$ cat src/rtl/rng_coeff_sampler.sv
// Samples one polynomial of N_COEF coefficients from an upstream simplerng word stream.
// Words are sliced LSB-first into binary (mode 0) or COEF_BITS-wide uniform (mode 1) coefficients.
module rng_coeff_sampler #(
    parameter int NUM_BITS  = 32,
    parameter int COEF_BITS = 8,
    parameter int N_COEF    = 256
) (
    input  logic                       i_clk,
    input  logic                       i_resetn,
    input  logic                       i_start,
    input  logic                       i_mode,
    output logic                       o_busy,
    output logic                       o_done,
    output logic                       o_rng_re,
    input  logic [NUM_BITS-1:0]        i_rng_do,
    input  logic                       i_rng_wait,
    output logic                       o_coef_valid,
    input  logic                       i_coef_ready,
    output logic [COEF_BITS-1:0]       o_coef_data,
    output logic [$clog2(N_COEF)-1:0]  o_coef_idx
);

    localparam int IDX_W       = $clog2(N_COEF);
    localparam int SLICE_W     = $clog2(NUM_BITS + 1);
    localparam int WORD_SLICES = NUM_BITS / COEF_BITS;

    generate
        if ((NUM_BITS % COEF_BITS) != 0 || N_COEF < 2 || (N_COEF & (N_COEF - 1)) != 0) begin : g_bad_params
            $error("rng_coeff_sampler: NUM_BITS must be a multiple of COEF_BITS and N_COEF a power of two >= 2");
        end
    endgenerate

    typedef enum logic [1:0] {
        S_IDLE,
        S_FETCH,
        S_EMIT,
        S_FINISH
    } state_t;

    state_t                 r_state;
    logic                   r_mode;
    logic [NUM_BITS-1:0]    r_shift;
    logic [SLICE_W-1:0]     r_slice;
    logic [IDX_W-1:0]       r_idx;
    logic                   r_busy;
    logic                   r_done;
    logic                   r_rng_re;
    logic                   r_coef_valid;

    logic                   w_transfer;
    logic                   w_last_slice;
    logic                   w_last_coef;

    assign w_transfer   = r_coef_valid & i_coef_ready;
    assign w_last_slice = r_mode ? (r_slice == SLICE_W'(WORD_SLICES - 1))
                                 : (r_slice == SLICE_W'(NUM_BITS - 1));
    assign w_last_coef  = (r_idx == IDX_W'(N_COEF - 1));

    always_ff @(posedge i_clk or negedge i_resetn) begin
        if (!i_resetn) begin
            r_state      <= S_IDLE;
            r_mode       <= 1'b0;
            r_shift      <= '0;
            r_slice      <= '0;
            r_idx        <= '0;
            r_busy       <= 1'b0;
            r_done       <= 1'b0;
            r_rng_re     <= 1'b0;
            r_coef_valid <= 1'b0;
        end else begin
            case (r_state)
                S_IDLE: begin
                    r_done <= 1'b0;
                    if (i_start) begin
                        r_state  <= S_FETCH;
                        r_mode   <= i_mode;
                        r_idx    <= '0;
                        r_busy   <= 1'b1;
                        r_rng_re <= 1'b1;
                    end
                end
                S_FETCH: begin
                    if (!i_rng_wait) begin
                        r_shift      <= i_rng_do;
                        r_slice      <= '0;
                        r_state      <= S_EMIT;
                        r_rng_re     <= 1'b0;
                        r_coef_valid <= 1'b1;
                    end
                end
                S_EMIT: begin
                    if (w_transfer) begin
                        r_shift <= r_mode ? (r_shift >> COEF_BITS) : (r_shift >> 1);
                        r_slice <= r_slice + SLICE_W'(1);
                        // The index saturates at the last coefficient; only a new start clears it.
                        if (w_last_coef) begin
                            r_shift      <= '0;
                            r_state      <= S_FINISH;
                            r_coef_valid <= 1'b0;
                            r_done       <= 1'b1;
                        end else begin
                            r_idx <= r_idx + IDX_W'(1);
                            if (w_last_slice) begin
                                r_state      <= S_FETCH;
                                r_coef_valid <= 1'b0;
                                r_rng_re     <= 1'b1;
                            end
                        end
                    end
                end
                S_FINISH: begin
                    r_done  <= 1'b0;
                    r_busy  <= 1'b0;
                    r_state <= S_IDLE;
                end
                default: begin
                    r_state      <= S_IDLE;
                    r_busy       <= 1'b0;
                    r_done       <= 1'b0;
                    r_rng_re     <= 1'b0;
                    r_coef_valid <= 1'b0;
                end
            endcase
        end
    end

    assign o_busy       = r_busy;
    assign o_done       = r_done;
    assign o_rng_re     = r_rng_re;
    assign o_coef_valid = r_coef_valid;
    assign o_coef_idx   = r_idx;
    assign o_coef_data  = r_mode ? r_shift[COEF_BITS-1:0] : COEF_BITS'(r_shift[0]);

endmodule
$ cat config.mk
export PLATFORM = sky130hd
export DESIGN_NAME = rng_coeff_sampler
export DESIGN_NICKNAME = d
export VERILOG_FILES = /design/src/rtl/rng_coeff_sampler.sv
export SDC_FILE = /design/constraint.sdc
export NUM_CORES = 1
export LEC_CHECK = 0
export CAP_MARGIN = 20
export CORE_MARGIN = 5
export CORE_UTILIZATION = 30
export CTS_CLUSTER_SIZE = 40
export DETAILED_ROUTE_END_ITERATION = 7
export DONT_BUFFER_PORTS = 1
export PLACE_DENSITY_LB_ADDON = 0.3
export SYNTH_ARGS = -nofsm -noshare
export SYNTH_HDL_FRONTEND = slang
export SYNTH_SLANG_ARGS = --single-unit
$ cat constraint.sdc
create_clock -name i_clk -period 2.5 [get_ports i_clk]
set_input_delay 0.375 -clock i_clk [delete_from_list [all_inputs] [get_ports i_clk]]
set_output_delay 0.375 -clock i_clk [all_outputs]
set_load 0.01 [all_outputs]
==> summary.txt, run 1 <==
Worst setup path
  – Worst Setup Path Type: reg2reg
  – Critical path launch point type: register
  – Required time reported for the critical path endpoint: 2760 ps
  – Maximum net fanout on the critical path: 9
  – Crit path arrival time: 2460 ps
  – Kind of end point of the critical path: register

Cells and area
  – Fraction of layout cells with a size suffix above 1: 0.149
  – Final Net Count: 332
  – Final instance area: 0.00331 mm²
  – Synth-to-Final Area Change: 11.5%
  – Number of diodes: 0

Power and ir drop
  – Overall Power: 4910 µW
  – Sw frac: 0.421
  – Sequential Power Share: 0.333
  – Share of total power in combinational logic: 0.544
  – Clk network pwr share: 0.123
  – Reported leakage power: 0.00147 µW
  – Net Sw Power: 2070 µW
  – Cell Pwr Density: 1480 mW/mm²
  – IR drop worst, VDD: 0.530 mV
  – Internal power summed over all cells: 2850 µW

Floorplan
  – Area of the core: 0.00973 mm²
  – Die height: 110 µm
  – DIE AREA: 0.0120 mm²
  – Starting density of the core: 0.306
  – Row Count: 36
  – Width of the chip: 110 µm
  – I/O pin total: 58

Outcome
  – Run status: finished, final reports clean

Timing
  – Count of final max-slew check failures: 0
  – Time the final worst path needs with I/O delays and setup: 2200 ps
  – Highest clock frequency the design can meet: 0.454 GHz
  – Max_slew headroom: 0.418
  – Crit path setup slack, layout: 297 ps
  – Count of final hold-check violations: 0
  – Worst slew pin tran: 867 ps
  – Final critical-path share of the clock period: 0.881
  – Setup repair after global routing missed its margin: no
  – Total setup violations reported at the end of the flow: 0
  – Setup TNS: 0 ps
  – Final clock skew: 11.3 ps
  – Post-route worst hold slack: 197 ps

Detailed routing
  – TritonRoute pass-1 iters: 4
  – Routed via count divided by cell count: 5.26
  – Number of DRC markers after the initial detailed-route iteration: 123
  – WL per Instance: 17.5 µm
  – Antenna violation net count after detailed routing: 0
  – Final Routed Wirelength: 7380 µm
  – DRC violations left: 0
  – Number of vias in the routed layout: 2,213

Placed design
  – Routability Congestion: 0.804
  – # port buffers: 0
  – Worst setup slack before clock tree synthesis: 266 ps
  – Total cell area at the placement stage: 0.00316 mm²
  – HPWL reported at the end of detailed placement: 5250 µm

Clock network
  – Hold-fix buffers at CTS: 2
  – Total CTS buffers: 5
  – Buffer count from post-CTS setup fixing: 0
  – Clock-pin slew reported for the worst setup and hold paths after clock tree synthesis: 110 ps
  – Number of sinks driven by the clock tree: 53
  – Clock root buffer: sky130_fd_sc_hd__clkbuf_8
  – Clock tree from TritonCTS: yes
  – # resized after CTS: 0
  – CTS HTree Levels: 2
  – Maximum number of buffers from clock root to sink: 2
  – Worst-skew pair later-pin latency: 310 ps

Logic synthesis
  – Post-synthesis net count: 331
  – EDFF count, synth: 0
  – Seq cells post-synth: 53
  – Mean post-synth cell area: 10.4 µm²
  – Summed instance area of the synthesized netlist: 0.00297 mm²
  – Library cell occupying the most area in the post-synthesis netlist: sky130_fd_sc_hd__dfrtp_1
  – Yosys warns: 0
  – Number of instances in the synthesized netlist: 286
  – Area share of the leading cell type in the synthesized netlist: 0.446
  – Predominant post-synthesis flop cell: sky130_fd_sc_hd__dfrtp_1
  – Number of unique standard cell types used by synthesis: 42
  – Cell types with the largest area share after synthesis: sky130_fd_sc_hd__dfrtp_1 (45%), sky130_fd_sc_hd__mux2i_1 (8.4%), sky130_fd_sc_hd__mux2_2 (6.1%)
  – Register area share after synthesis: 0.446
  – Post-synth ARST share: 1.00

Global route
  – Total global-route track usage: 0.125
  – Pin count of the biggest net entering global routing: 54
  – First-pass GRT wire length: 11,800 µm
  – Number of antenna violations at the first check in global routing: 0
  – GR Overflow Total: 0
  – Vias in the first global route: 2,196

Worst hold path
  – Worst hold path class: in2reg

Flow run
  – Max-capacitance violation count: 0
==> cell usage in the layout (no fill, tap or decap), drive strengths merged, types with 7 or more instances in the layout <==
cell / n
ha: 7
and2: 7
a221o: 11
mux2: 16
inv: 20
a22o: 10
dfrtp: 53
o21ai: 8
nand2: 12
buf: 12
nor2: 9
nor3: 16
mux2i: 25
nand3: 7
a21o: 7
o22ai: 16
==> power by group through the flow <==
stage | clock [µW] | sequential [µW] | combinational [µW]
6_report | 605 | 1640 | 2670
5_1_grt | 666 | 1690 | 2950
4_1_cts | 632 | 1640 | 2700
3_5_place_dp | 0 | 1660 | 2660
3_3_place_gp | 0 | 1650 | 2630
2_1_floorplan | 0 | 1520 | 2110
==> worst paths after layout <==
path	end	slack, ps	cells past startpoint	start
min in group asynchronous	r_shift[0]$_DFFE_PN0P_	610	2	i_resetn
worst min-delay path	r_shift[18]$_DFFE_PN0P_	200	1	i_rng_do[18]
worst min register to register	r_slice[1]$_DFFE_PN0P_	520	2	r_slice[1]$_DFFE_PN0P_
worst max register to register	r_shift[28]$_DFFE_PN0P_	300	6	r_state[0]$_DFFE_PN0P_
max in group asynchronous	o_coef_idx[3]$_DFFE_PN0P_	1660	2	i_resetn
worst max-delay path	r_shift[28]$_DFFE_PN0P_	300	6	r_state[0]$_DFFE_PN0P_
==> final cells by class <==
class                           instances  area (µm²)
Multi-Input combinational cell        194        1500
Tap cell                              133         166
Timing Repair Buffer                   13         133
Sequential cell                        53        1330
Inverter                               20        75.1
Clock inverter                          3        46.3
Clock buffer                            5        68.8
Fill cell                            1010        6410
==> state kept, by name, summed over array words and instances (netlist names) <==
signal	cells
o_busy	1
r_slice	6
r_state	2
o_coef_idx	8
r_mode	1
r_shift	32
o_rng_re	1
o_done	1
o_coef_valid	1
==> metal layers <==
| metal | global-route usage | wire length (µm) |
|---|---|---|
| met3 | 0.0399 | 508 |
| met1 | 0.168 | 3340 |
| met4 | 0.0240 | 44 |
| met2 | 0.199 | 3490 |
| met5 | 0 | 0 |
==> cell usage after synthesis (9+ instances only) <==
library cell	number
sky130_fd_sc_hd__o22ai_1	16
sky130_fd_sc_hd__nand2_1	12
sky130_fd_sc_hd__nor3_1	16
sky130_fd_sc_hd__a22o_1	10
sky130_fd_sc_hd__mux2_2	16
sky130_fd_sc_hd__clkbuf_1	15
sky130_fd_sc_hd__dfrtp_1	53
sky130_fd_sc_hd__a221o_1	11
sky130_fd_sc_hd__inv_1	20
sky130_fd_sc_hd__mux2i_1	25
sky130_fd_sc_hd__nor2_1	9
==> worst max-delay path, cell delays in order (launching register included) <==
cell and delay (ps):
sky130_fd_sc_hd__dfrtp_1 410, sky130_fd_sc_hd__inv_1 110, sky130_fd_sc_hd__ha_1 210, sky130_fd_sc_hd__a21bo_2 230
sky130_fd_sc_hd__nand3_2 230, sky130_fd_sc_hd__nor3_1 740, sky130_fd_sc_hd__a21o_1 220
==> stage by stage <==
step | std cells | utilization
global route | 421 | 0.341
global placement | 411 | 0.325
detailed placement | 411 | 0.325
CTS | 421 | 0.341
floorplan | 286 | -
finish | 421 | 0.341
==> cells by family after synthesis <==
logic type / synth area share
adders and majority gates: 0.0295
DFF: 0.446
muxes: 0.145
xor gates and xnor gates: 0.0118
and+or+nand+nor: 0.126
buffers and inverters: 0.0526
AOI/OAI and AO/OA: 0.189
Power figures use the tool's default switching activity.
==> run 2: changes to the inputs <==
==> constraint.sdc (replaced) <==
create_clock -name i_clk -period 2.7 [get_ports i_clk]
set_input_delay 0.405 -clock i_clk [delete_from_list [all_inputs] [get_ports i_clk]]
set_output_delay 0.405 -clock i_clk [all_outputs]
set_load 0.05 [all_outputs]
==> run 2 against run 1 <==
Effect of this change:
- setup slack improved by 180 ps
- total power is 1.3% lower
- cell area rose by 1.7%
- flip-flop and latch count stayed put
- core utilization is 0.58 points higher
- maximum frequency shrank 1.1%
- die area unchanged
- hold slack better by 26 ps
- sequential share of layout area is 0.67 points lower
- sequential power shrank 7%
- via count is 2.0% higher
- largest power group unchanged
==> summary.txt, run 2 (synthesis gave the netlist of run 1 again) <==
Power and ir drop
  – Cell Pwr Density: 1440 mW/mm² (-3.0%)
  – Overall Power: 4850 µW (-1.3%)
  – Internal power summed over all cells: 2590 µW (-9.0%)
  – IR drop worst, VDD: 0.471 mV (-11%)
  – Share of total power in combinational logic: 0.591 (+0.047)
  – Sequential Power Share: 0.314 (-0.019)
  – Sw frac: 0.466 (+0.0454)
  – Clk network pwr share: 0.095 (-0.028)
  – Reported leakage power: 0.00152 µW (+3.7%)
  – Net Sw Power: 2260 µW (+9.3%)

Worst setup path
  – Master of the slowest instance on the critical path: sky130_fd_sc_hd__nor3_1
  – Maximum net fanout on the critical path: 7 (-2)
  – Cell type group with the largest total delay on the critical path: simple AND/OR/NAND/NOR gates
  – Critical path launch point type: register
  – Crit path cell chain: inv_1 > ha_1 > a21bo_2 > nand3_2 > nor3_1 > a21o_1
  – Kind of end point of the critical path: register
  – Worst Setup Path Type: reg2reg
  – Bufs and invs on worst path: 1 (unchanged)
  – Required time reported for the critical path endpoint: 2960 ps (+200 ps)
  – Crit path largest cell delay: 750 ps (about the same)
  – Crit path arrival time: 2490 ps (+30 ps)

Detailed routing
  – Routed via count divided by cell count: 5.20 (-1.0%)
  – DRC violations left: 0 (unchanged)
  – WL per Instance: 16.8 µm (-4.4%)
  – Number of DRC markers after the initial detailed-route iteration: 113 (-8.1%)
  – Number of vias in the routed layout: 2,258 (+2.0%)
  – Highest metal layer with signal wires: met4
  – Met3 wire length: 434 µm (-15%)
  – TritonRoute pass-1 iters: 4 (unchanged)
  – Antenna violation net count after detailed routing: 0 (unchanged)
  – Routed length on met1: 3430 µm (+2.7%)
  – Final Routed Wirelength: 7280 µm (-1.4%)
  – Detailed route wirelength on metal2: 3370 µm (-3.4%)

Placed design
  – # port buffers: 0 (unchanged)
  – HPWL reported at the end of detailed placement: 5180 µm (-1.2%)
  – Total cell area at the placement stage: 0.00325 mm² (+2.7%)
  – Routability Congestion: 0.812 (+0.99%)
  – Cell count after placement: 424 (+3.2%)

Floorplan
  – Starting density of the core: 0.306 (unchanged)
  – Area of the core: 0.00973 mm² (unchanged)
  – Row Count: 36 (unchanged)
  – Die height: 110 µm (unchanged)
  – Width of the chip: 110 µm (unchanged)
  – I/O pin total: 58 (unchanged)
  – DIE AREA: 0.0120 mm² (unchanged)

Cells and area
  – Number of diodes: 0 (unchanged)
  – Synth-to-Final Area Change: 13.4%
  – Final standard cell count with taps included and fillers excluded: 434 (+3.1%)
  – Fraction of layout cells with a size suffix above 1: 0.186 (+0.0367)
  – Final Net Count: 345 (+3.9%)
  – Final instance area: 0.00337 mm² (+1.7%)
  – Number of flip-flops in the largest register: 32 (unchanged)
  – Largest register by flop count: r_shift
  – Top library cells by usage in the layout, fill and taps aside: sky130_fd_sc_hd__dfrtp_1 (53), sky130_fd_sc_hd__mux2i_1 (25), sky130_fd_sc_hd__buf_4 (24), sky130_fd_sc_hd__inv_1 (20)
  – Commonest non-fill, non-tap cell in the layout: sky130_fd_sc_hd__dfrtp_1

Timing
  – Setup TNS: 0 ps (unchanged)
  – Total setup violations reported at the end of the flow: 0 (unchanged)
  – Count of final hold-check violations: 0 (unchanged)
  – Count of final max-slew check failures: 0 (unchanged)
  – Final critical-path share of the clock period: 0.825 (-0.0562)
  – Highest clock frequency the design can meet: 0.449 GHz (-1.1%)
  – Worst slew pin tran: 944 ps (+76.8 ps)
  – Final clock skew: 10.2 ps (-1.14 ps)
  – Time the final worst path needs with I/O delays and setup: 2230 ps (+24.6 ps)
  – Setup repair after global routing missed its margin: no
  – Post-route worst hold slack: 222 ps (+25.7 ps)
  – Max_slew headroom: 0.366 (-0.0516)

Flow run
  – Max-capacitance violation count: 0 (unchanged)

Worst hold path
  – Worst hold path class: in2reg

Clock network
  – Clock-pin slew reported for the worst setup and hold paths after clock tree synthesis: 110 ps (about the same)
  – Buffer count from post-CTS setup fixing: 0 (unchanged)
  – Total CTS buffers: 5 (unchanged)
  – Clock root buffer: sky130_fd_sc_hd__clkbuf_8
  – Worst-skew pair later-pin latency: 310 ps (about the same)
  – Maximum number of buffers from clock root to sink: 2 (unchanged)
  – CTS HTree Levels: 2 (unchanged)
  – Hold-fix buffers at CTS: 2 (unchanged)
  – Number of sinks driven by the clock tree: 53 (unchanged)
  – Clock tree from TritonCTS: yes
  – # resized after CTS: 0 (unchanged)

Global route
  – GR Overflow Total: 0 (unchanged)
  – First-pass GRT wire length: 11,800 µm (+0.11%)
  – Pin count of the biggest net entering global routing: 54 (unchanged)
  – Number of antenna violations at the first check in global routing: 0 (unchanged)
  – Total global-route track usage: 0.125 (-0.000403)
  – Vias in the first global route: 2,251 (+2.5%)

Outcome
  – Run status: finished, final reports clean
==> run 2: cell count changes in the layout (fill, tap and decap cells not counted) <==
cell / change
sky130_fd_sc_hd__buf_12: -1
sky130_fd_sc_hd__buf_4: +14
sky130_fd_sc_hd__bufinv_16: -1
sky130_fd_sc_hd__clkinv_2: +2
sky130_fd_sc_hd__clkinv_4: -1
==> run 2: layout make-up <==
| class | count | area (µm²) |
|---|---|---|
| clock inverter | 3 | 17.5 |
| timing repair buffer | 26 | 218 |
| clock buffer | 5 | 68.8 |
| sequential | 53 | 1330 |
| fill | 1035 | 6360 |
| multi-input combinational | 194 | 1500 |
| tap | 133 | 166 |
| inverter | 20 | 75.1 |
==> run 2: worst reg2reg max path, cell delays in order (launching register included) <==
cell                      delay (ps)
sky130_fd_sc_hd__dfrtp_1         410
sky130_fd_sc_hd__inv_1           110
sky130_fd_sc_hd__ha_1            290
sky130_fd_sc_hd__a21bo_2         260
sky130_fd_sc_hd__nand3_2         140
sky130_fd_sc_hd__nor3_1          750
sky130_fd_sc_hd__a21o_1          220
==> run 2: path summary, 6_finish.rpt <==
path / cells after the start / end / slack (ps) / start
min reg2reg: 1 / r_shift[24]$_DFFE_PN0P_ / 530 / r_shift[25]$_DFFE_PN0P_
max in group asynchronous: 2 / r_state[0]$_DFFE_PN0P_ / 1840 / i_resetn
max reg2reg: 6 / r_shift[27]$_DFFE_PN0P_ / 470 / r_state[0]$_DFFE_PN0P_
min: 1 / r_shift[31]$_DFFE_PN0P_ / 220 / i_rng_do[31]
min in group asynchronous: 2 / o_done$_DFFE_PN0P_ / 640 / i_resetn
max: 6 / r_shift[27]$_DFFE_PN0P_ / 470 / r_state[0]$_DFFE_PN0P_
==> run 2: metrics by stage <==
step	setup WS [ps]	util
global placement	481	0.334
global route	313	0.346
detailed placement	478	0.334
CTS	452	0.346
finish	473	0.346
floorplan	428	-
==> run 2: layer usage <==
layer | up-vias | track usage
met5 | - | 0
met4 | 0 | 0.0214
met3 | 6 | 0.0382
met2 | 52 | 0.197
met1 | 1111 | 0.170
li1 | 1089 | -
==> run 2: power by group through the flow <==
stage	Clock (µW)	Combinational, µW	Sequential, µW
after floorplan	0	2130	1600
after CTS	478	2900	1530
after detailed placement	0	2860	1540
after global placement	0	2830	1540
after global routing	509	3130	1570
final	458	2870	1520
